`config.mk`:
```
export PLATFORM = sky130hd
export DESIGN_NAME = shift_arbiter
export DESIGN_NICKNAME = d
export VERILOG_FILES = /design/src/rtl/shift_arbiter_pkg.sv /design/src/rtl/shift_arbiter_barrel_shifter.sv /design/src/rtl/shift_arbiter.sv
export SDC_FILE = /design/constraint.sdc
export NUM_CORES = 1
export LEC_CHECK = 0
export ABC_CLOCK_PERIOD_IN_PS = 7500
export CORE_MARGIN = 2
export CORE_UTILIZATION = 65
export CTS_CLUSTER_DIAMETER = 80
export CTS_CLUSTER_SIZE = 28
export DETAILED_ROUTE_END_ITERATION = 7
export DONT_BUFFER_PORTS = 1
export PLACE_DENSITY = 0.81
export SLEW_MARGIN = 20
export SYNTH_ARGS = -nofsm -noshare
export SYNTH_HDL_FRONTEND = slang
export SYNTH_HIERARCHICAL = 1
export SYNTH_SLANG_ARGS = --single-unit
```
`constraint.sdc`:
```
create_clock -name clock -period 7.5 [get_ports clock]
set_input_delay 1.125 -clock clock [delete_from_list [all_inputs] [get_ports clock]]
set_output_delay 1.125 -clock clock [all_outputs]
set_load 0.1 [all_outputs]
```
`src/rtl/shift_arbiter_pkg.sv`:
```
// Shared constants for the shift arbiter: requester encodings and default
// datapath geometry (common with the ALU).
package shift_arbiter_pkg;

    localparam logic SRC_A = 1'b0;
    localparam logic SRC_B = 1'b1;

    localparam int DEF_N = 32;
    localparam int DEF_M = 5;

endpackage

```
`src/rtl/shift_arbiter_barrel_shifter.sv`:
```
// Combinational barrel shifter: logical left with zero fill, or arithmetic
// right replicating the sign bit.
module barrel_shifter
    import shift_arbiter_pkg::*;
#(
    parameter int N = DEF_N,
    parameter int M = DEF_M
) (
    output logic [N-1:0] out,
    input  logic [N-1:0] in,
    input  logic [M-1:0] shiftamt,
    input  logic         left
);

    always_comb begin
        if (left) begin
            out = in << shiftamt;
        end else begin
            out = N'($signed(in) >>> shiftamt);
        end
    end

endmodule

```
`src/rtl/shift_arbiter.sv`:
```
// Round-robin share of one barrel shifter between requesters A and B, with a
// one-entry registered result buffer tagged by source.
module shift_arbiter
    import shift_arbiter_pkg::*;
#(
    parameter int N = DEF_N,
    parameter int M = DEF_M
) (
    input  logic         clock,
    input  logic         reset_n,
    input  logic         a_valid,
    output logic         a_ready,
    input  logic [N-1:0] a_data,
    input  logic [M-1:0] a_shamt,
    input  logic         a_left,
    input  logic         b_valid,
    output logic         b_ready,
    input  logic [N-1:0] b_data,
    input  logic [M-1:0] b_shamt,
    input  logic         b_left,
    output logic         res_valid,
    input  logic         res_ready,
    output logic [N-1:0] res_data,
    output logic         res_src
);

    logic         res_valid_q, res_valid_d;
    logic [N-1:0] res_data_q,  res_data_d;
    logic         res_src_q,   res_src_d;
    logic         last_grant_q, last_grant_d;

    logic         can_accept;
    logic         grant_src;
    logic         accept;
    logic [N-1:0] sh_in;
    logic [M-1:0] sh_amt;
    logic         sh_left;
    logic [N-1:0] sh_out;

    // Reset also masks the readies so nothing is accepted while held in reset.
    always_comb begin
        can_accept = reset_n && (!res_valid_q || res_ready);

        if (a_valid && b_valid) begin
            grant_src = ~last_grant_q;
        end else if (b_valid) begin
            grant_src = SRC_B;
        end else begin
            grant_src = SRC_A;
        end

        a_ready = can_accept && a_valid && (grant_src == SRC_A);
        b_ready = can_accept && b_valid && (grant_src == SRC_B);
        accept  = a_ready || b_ready;

        if (grant_src == SRC_B) begin
            sh_in   = b_data;
            sh_amt  = b_shamt;
            sh_left = b_left;
        end else begin
            sh_in   = a_data;
            sh_amt  = a_shamt;
            sh_left = a_left;
        end
    end

    barrel_shifter #(
        .N (N),
        .M (M)
    ) u_shifter (
        .out      (sh_out),
        .in       (sh_in),
        .shiftamt (sh_amt),
        .left     (sh_left)
    );

    always_comb begin
        res_valid_d  = res_valid_q;
        res_data_d   = res_data_q;
        res_src_d    = res_src_q;
        last_grant_d = last_grant_q;

        if (accept) begin
            res_valid_d  = 1'b1;
            res_data_d   = sh_out;
            res_src_d    = grant_src;
            last_grant_d = grant_src;
        end else if (res_ready) begin
            res_valid_d  = 1'b0;
        end
    end

    always_ff @(posedge clock) begin
        if (!reset_n) begin
            res_valid_q  <= 1'b0;
            res_data_q   <= '0;
            res_src_q    <= SRC_A;
            last_grant_q <= SRC_B;
        end else begin
            res_valid_q  <= res_valid_d;
            res_data_q   <= res_data_d;
            res_src_q    <= res_src_d;
            last_grant_q <= last_grant_d;
        end
    end

    assign res_valid = res_valid_q;
    assign res_data  = res_data_q;
    assign res_src   = res_src_q;

endmodule

```
* Yosys cells after proc, flatten, opt, wreduce, memory -nomap -nowiden
Cells that the tools add are included.
Cells by class: shift-type cells 2, mux-type cells 8, bitwise gates (word level) 2, reduce and logical (&&, ||, !) cells 10
Operator list (number):
- two-way mux 32 bit | 2
- left shift 32 x 5 -> 32 bit | 1
- >>> shifter 32 x 5 -> 32 bit | 1
- logical AND 1 bit | 6
- two-way mux 1 bit | 5
- two-way mux 5 bit | 1
- logical OR 1 bit | 2
- inverter 1 bit | 2
- nonzero test 2 bit | 1
- zero test 1 bit | 1
Storage, ports and cells: flip-flop bits (word level) 35, output and inout bits 36, logic and storage cells 26

* Logic depth before layout (Yosys ltp)
Gate-level depths: netlist of the first run.
word-level depth 7, depth in mapped cells 14

* Hierarchy
Netlist of the first run, hierarchy kept.
By module, submodules not included:
- barrel_shifter | instances 1, cells an instance 453, area an instance 3736.1 um^2, seq. area each 0.0 um^2
- shift_arbiter | instances 1, cells an instance 207, area an instance 1864.3 um^2, seq. area each 700.7 um^2

* Worst setup path before layout of the first run
Ideal clock, no wire load.
path type input-to-output, start point input res_ready, end point output a_ready, data arrival time 3082 ps, slack 3293 ps, cell stages on the path 5, cells stage by stage nand2b_1 > buf_2 > buf_1 > nand3_1 > nor2_1
On the way: longest elaborated chain between the ends 4
Ends and longest elaborated chain:
- from (decl) | line shift_arbiter.sv:22 | input logic res_ready,
- logical OR 1 bit | line shift_arbiter.sv:42 | can_accept = reset_n && (!res_valid_q || res_ready);
- logical AND 1 bit | line shift_arbiter.sv:42
- logical AND 1 bit (2 in a row) | line shift_arbiter.sv:52 | a_ready = can_accept && a_valid && (grant_src == SRC_A);
- to (decl) | line shift_arbiter.sv:12 | output logic a_ready,
No other way between the ends.

* Worst setup path in the final report of the first run
start point input b_valid, end point register res_data_q[16], in the netlist res_data[16]
On the way: longest elaborated chain between the ends 5, elaborated cells on any way between the ends 14
Ends and longest elaborated chain:
- from (decl) | line shift_arbiter.sv:16 | input logic b_valid,
- two-way mux 1 bit or logical AND 1 bit (tied branches) | line shift_arbiter.sv:46, shift_arbiter.sv:44
- two-way mux 1 bit (*) | line shift_arbiter.sv:44 | if (a_valid && b_valid) begin
- two-way mux 5 bit (*) | line shift_arbiter.sv:56 | if (grant_src == SRC_B) begin
- named net sh_amt[0] | line shift_arbiter.sv:36 | logic [M-1:0] sh_amt;
- >>> shifter 32 x 5 -> 32 bit or left shift 32 x 5 -> 32 bit (tied branches) | line shift_arbiter_barrel_shifter.sv:19, shift_arbiter_barrel_shifter.sv:17
- two-way mux 32 bit (*) | line shift_arbiter_barrel_shifter.sv:16 | if (left) begin
- named net sh_out[16] | line shift_arbiter.sv:38 | logic [N-1:0] sh_out;
- to (signal assigned) | line shift_arbiter.sv:101 | res_data_q <= res_data_d;
- to (decl) | line shift_arbiter.sv:28 | logic [N-1:0] res_data_q, res_data_d;
The timed path passes the listed nets; every way through them passes the cells marked *. A chain may end at the register's enable or synchronous reset.

==> results of run 1 <==
-- final timing paths --
| check | to | slack [ns] |
|---|---|---|
| setup / recovery | res_data[16]$_SDFFE_PN0P_ | 2.66 |
| hold / removal | last_grant_q$_SDFFE_PN1P_ | 0.58 |
| setup reg to reg | res_data[16]$_SDFFE_PN0P_ | 3.13 |
| hold reg to reg | last_grant_q$_SDFFE_PN1P_ | 0.58 |
-- metal layers --
layer / vias to the layer above / wire, microns / global-route usage
li1: 2436 / - / -
met1: 2662 / 7199 / 0.5474
met2: 496 / 8591 / 0.6111
met3: 90 / 2564 / 0.09827
met4: 0 / 1020 / 0.1712
met5: - / 0 / 0
-- flip-flops by register name (all words and copies together), names as in the netlist --
| signal | count |
|---|---|
| res_valid | 1 |
| res_src | 1 |
| last_grant_q | 1 |
| res_data | 32 |
-- worst min-delay path, delay by kind of cell (launching register included) --
| family | cells | cell delay [ns] |
|---|---|---|
| flops | 1 | 0.34 |
| compound gates | 2 | 0.19 |
-- power breakdown --
part | switching (mW) | internal (mW)
combinational | 0.350 | 0.229
clock | 0.0706 | 0.108
sequential | 0.199 | 0.211
-- per-stage QoR --
step	util	total power, mW	hold slack (ns)	std cells
finish	0.6677	1.167	0.5843	711
global route	0.6677	1.209	0.6966	711
CTS	0.6677	1.144	0.5933	711
detailed placement	0.6536	0.9661	0.5794	703
global placement	0.6536	0.9596	0.5552	703
floorplan	-	0.8443	0.5120	660
-- cells by family (layout without fill, tap and decap cells) --
group / after synthesis / count (layout)
compound gates: 149 / 149
buf+inv: 76 / 22
flops: 35 / 35
mux: 154 / 154
simple gates: 246 / 246
-- area by class of cell --
type / instances / share of cell area
clock buffers: 6 / 0.01490
clock inverters: 2 / 0.006322
inverters: 6 / 0.004064
multi-input cells: 549 / 0.8137
flip-flops and latches: 35 / 0.1264
well taps: 105 / 0.02371
repair buffers: 8 / 0.01084
-- synth_stat cells (all sizes together), types with 5 or more instances --
| master | number | share of area |
|---|---|---|
| clkbuf | 28 | 0.019 |
| or2 | 6 | 0.0067 |
| buf | 42 | 0.049 |
| o211ai | 8 | 0.011 |
| mux4 | 62 | 0.25 |
| nand2 | 86 | 0.058 |
| a31oi | 5 | 0.0056 |
| mux2i | 36 | 0.064 |
| nand4 | 33 | 0.037 |
| mux2 | 56 | 0.11 |
| a21oi | 22 | 0.020 |
| nor2 | 77 | 0.052 |
| o21ai | 62 | 0.062 |
| o32ai | 6 | 0.0094 |
| and3 | 6 | 0.0076 |
| nand3 | 13 | 0.012 |
| nand2b | 5 | 0.0056 |
| dfxtp | 35 | 0.13 |
| o22ai | 6 | 0.0067 |
| inv | 5 | 0.0034 |
| nor3 | 11 | 0.0098 |
==> results.yml, run 1 <==
sta:
  fin_setup_tns_ns: 0
  relSlewSlack: 0.2915
  hold_viol: 0
  fin_crit_sh: 0.6454
  worst_slew_pin_slew_ns: 1.062
  min_period_ns: 4.841
  finClkSkew_ns: 0.002221
  setup_viol: 0
  fin_ws_ns: 2.660
  slew_violations: 0
  rsz0062_at_grt: "false"
  max_freq_ghz: 0.2066
die:
  die_y_microns: 96.82
  core_sq_um: 8299
  die_w_microns: 96.82
  die_area_sq_um: 9374
  start_util: 0.6748
  fp-row-count: 33
  ios: 117
critical_path:
  worstSetupPathType: "input pin to register"
  critPathTopFamily: "multiplexers"
  path_max_fanout: 37
  cp_num_buf_inv: 1
  reg2reg_depth: 9
  cp.arrival_ns: 5.00
  end_kind: "register"
  crit_chain: "a21boi_4 > mux2_4 > buf_4 > mux4_2 > mux2_2 > a221oi_1 > o21ai_0 > nand4_1 > o21ai_0"
  worst_path_max_delay_cell: "a21boi_4"
  cp.required_ns: 7.66
  crit_top_cell: "o21ai_0"
  startpoint_type: "input pin"
  cp-startpoint: "b_valid"
  cpPeakStageDelay_ns: 0.73
  cp_num_cells: 9
  reg2reg_from: "last_grant_q$_SDFFE_PN1P_"
detailed_routing:
  drt_wl_total_mm: 19.38
  routedWlPerCell_microns: 27.25
  drt_first_pass_iters: 8
  vias: 5684
  vias_per_cell: 7.994
  initialDrtViolationCount: 1011
  route.detailed.drc: 0
  ant_nets: 0
global_route:
  gr-total-overflow: 0
  grt_pass1_wl_mm: 30.00
  grt_usage: 0.4017
  grt_pass1_vias: 5282
  grt_max_degree: 71
  antenna_found_initial: 0
logic_synthesis:
  yosys.area_share.simple: 0.1986
  ys.flop_type: "dfxtp_1"
  syn_area_sq_um: 5600
  synth_top_family_by_area: "multiplexers"
  yosysSeqAreaShare: 0.1251
  synth_compound_area_frac: 0.1758
  ys_async_sr_fraction: 0
  synth_edf_count: 0
  synth_mux_area_frac: 0.4283
  yosys_register_bits: 35
  avgSynthCellArea_sq_um: 8.485
  netlist_instances: 660
  synth_nets: 741
  ys_types: 60
  synthAdderAreaFrac: 0
  yosys_warnings: 6
  synth-xor-area-share: 0
final_layout:
  fill_cells: 716
  multi_input_area_sq_um: 4509
  drive_gt1_frac: 0.2426
  final_cell_mix: "nand2_1, nor2_1, mux4_2"
  layout_commonest_cell: "nand2_1"
  area_delta_synth_final_pct: -1.050
  design_area_sq_um: 5542
  seq_area_sq_um: 700.7
  nNetsFinal: 686
  antenna_cells: 0
cts:
  clk_latency_ns: 0.29
  cts_resized: 0
  cts_setup_buffers: 0
  cts_root_buffer: "clkbuf_8"
  numCtsBuffers: 5
  ctsHoldBuffers: 0
  tritoncts: "yes"
  clockBufferDepth: 2
  cts_max_level: 2
  cts.clk_slew.worst_paths_ns: 0.07
  cts_sinks: 35
hold_path:
  hold_depth: 2
  holdCritStartpoint: "last_grant_q$_SDFFE_PN1P_"
  hold_class: "register to register"
placement:
  gp_congestion: 1.049
  place_ws_ns: 2.378
  placed_area_sq_um: 5424
  dp_hpwl_mm: 14.00
  numPortBuffers: 0
power_and_ir_drop:
  ir_drop_uv: 197.1
  powerDensity_nw_per_um2: 210.7
  p_leak_nw: 1.951
run:
  maxCapViolCount: 0
run_status:
  status: "complete, no violations"
Power figures use the tool's default switching activity.
==> run 2, diff against run 1 <==
--- a/config.mk
+++ b/config.mk
@@ -5,7 +5,7 @@
 export SDC_FILE = /design/constraint.sdc
 export NUM_CORES = 1
 export LEC_CHECK = 0
-export ABC_CLOCK_PERIOD_IN_PS = 7500
+export ABC_CLOCK_PERIOD_IN_PS = 4550
 export CORE_MARGIN = 2
 export CORE_UTILIZATION = 65
 export CTS_CLUSTER_DIAMETER = 80
==> constraint.sdc (replaced) <==
create_clock -name clock -period 4.55 [get_ports clock]
set_input_delay 0.6825 -clock clock [delete_from_list [all_inputs] [get_ports clock]]
set_output_delay 0.6825 -clock clock [all_outputs]
set_load 0.1 [all_outputs]
==> run 2 against run 1 <==
Compared with the run above:
- worst hold slack got worse by 0.074 ns
- wire length grew 0.84%
- largest cell class unchanged
- flip-flop and latch count did not move
- critical endpoint is now res_data[20]$_SDFFE_PN0P_
- combinational power rose by 70%
- sequential share of layout area decreased by 0.27 points
- non-clock buffer count rose by 13
- power rose by 63%
- design area up 2.2%
==> results.yml, run 2 (synthesis results as in run 1) <==
run_status:
  status: "complete, no violations"
sta:
  hold_viol: 0
  rsz0062_at_grt: "false"
  relSlewSlack: 0.3203
  fin_setup_tns_ns: 0
  fin_ws_ns: 0.6436
  setup_viol: 0
  max_freq_ghz: 0.2560
  slew_violations: 0
  fin_crit_sh: 0.8585
  finClkSkew_ns: 0.002273
  worst_slew_pin_slew_ns: 1.018
  min_period_ns: 3.906
power_and_ir_drop:
  switching_share: 0.5380
  powerDensity_nw_per_um2: 336.7
  combPwrFrac: 0.516
  seqPwrFrac: 0.351
  ir_drop_uv: 235.8
  switching_power_mw: 1.026
  pwr-share-clk: 0.133
  p_int_mw: 0.8809
  p_leak_nw: 2.017
hold_path:
  hold_class: "input pin to register"
die:
  die_y_microns: 96.82
  die_area_sq_um: 9374
  die_w_microns: 96.82
  start_util: 0.6748
  core_sq_um: 8299
  fp-row-count: 33
  ios: 117
detailed_routing:
  routedWlPerCell_microns: 26.98
  vias: 5751
  initialDrtViolationCount: 808
  ant_nets: 0
  route.detailed.drc: 0
  drt_wl_total_mm: 19.54
  drt_first_pass_iters: 5
  vias_per_cell: 7.943
cts:
  ctsHoldBuffers: 0
  clk_latency_ns: 0.28
  cts.clk_slew.worst_paths_ns: 0.07
  numCtsBuffers: 5
  tritoncts: "yes"
  cts_max_level: 2
  cts_sinks: 35
  cts_root_buffer: "clkbuf_8"
  cts_resized: 0
  cts_setup_buffers: 0
  clockBufferDepth: 2
final_layout:
  design_area_sq_um: 5663
  layout.cells.non_filler: 724
  area_delta_synth_final_pct: 1.117
  drive_gt1_frac: 0.2585
  final_cell_mix: "nand2_1, nor2_1, mux4_2"
  antenna_cells: 0
  nNetsFinal: 699
  largest_reg_flops: 32
  layout_commonest_cell: "nand2_1"
placement:
  dp_cells: 716
  place_ws_ns: 0.5461
  dp_hpwl_mm: 14.74
  placed_area_sq_um: 5559
  numPortBuffers: 0
  gp_congestion: 1.039
critical_path:
  critPathTopFamily: "compound AO/OA/AOI/OAI gates"
  cp.arrival_ns: 4.13
  cp_num_buf_inv: 2
  cpPeakStageDelay_ns: 0.66
  startpoint_type: "input pin"
  worst_path_max_delay_cell: "mux2_2"
  crit_top_cell: "a311oi_1"
  path_max_fanout: 32
  cp.required_ns: 4.77
  end_kind: "register"
  crit_chain: "a21boi_4 > buf_12 > mux2_2 > buf_4 > mux4_2 > o22ai_1 > a311oi_1 > a311oi_1 > o32ai_1 > nand4_1 > o21ai_1"
  worstSetupPathType: "input pin to register"
global_route:
  grt_pass1_vias: 5335
  grt_max_degree: 71
  antenna_found_initial: 0
  grt_usage: 0.4018
  grt_pass1_wl_mm: 29.95
  gr-total-overflow: 0
run:
  maxCapViolCount: 0
run 2: path summary, 6_finish.rpt:
path | start | cells past startpoint | slack (ns) | end
max | b_valid | 11 | 0.64 | res_data[20]$_SDFFE_PN0P_
min | reset_n | 1 | 0.51 | last_grant_q$_SDFFE_PN1P_
max reg2reg | last_grant_q$_SDFFE_PN1P_ | 11 | 0.68 | res_data[20]$_SDFFE_PN0P_
min reg2reg | last_grant_q$_SDFFE_PN1P_ | 2 | 0.63 | last_grant_q$_SDFFE_PN1P_
run 2: worst register-to-register path, stage by stage (launching register included):
cell      delay (ns)
dfxtp_1         0.35
a21boi_4        0.49
buf_12          0.24
mux2_2          0.67
buf_4           0.38
mux4_2          0.30
o22ai_1         0.10
a311oi_1        0.66
a311oi_1        0.10
o32ai_1         0.26
nand4_1         0.14
o21ai_1         0.10
run 2: stage by stage:
step	utilization	total power, mW	hold WS [ns]
finish	0.6823	1.907	0.5100
global route	0.6823	1.977	0.5194
CTS	0.6823	1.870	0.5046
detailed placement	0.6698	1.617	0.6212
global placement	0.6698	1.602	0.5563
floorplan	-	1.392	0.5120
run 2: area by class of cell:
cell class | instances | area (sq um)
Multi-Input combinational cell | 549 | 4509
Fill cell | 664 | 2636
Clock buffer | 7 | 96.34
Clock inverter | 1 | 7.507
Sequential cell | 35 | 700.7
Inverter | 6 | 22.52
Tap cell | 105 | 131.4
Timing Repair Buffer | 21 | 195.2
run 2: per-layer routing:
layer	vias to the layer above	GRT usage	routed length, microns
li1	2458	-	-
met1	2707	0.5351	7242
met2	513	0.5967	8616
met3	73	0.1199	2611
met4	0	0.1961	1067
met5	-	0	0
run 2: power groups by stage:
stage                     logic (mW)  clock network (mW)  registers [mW]
after floorplan                0.721                   0           0.670
after detailed placement       0.941                   0           0.677
after global routing            1.03               0.271           0.674
after CTS                      0.945               0.254           0.671
final                          0.985               0.253           0.669
after global placement         0.928                   0           0.674
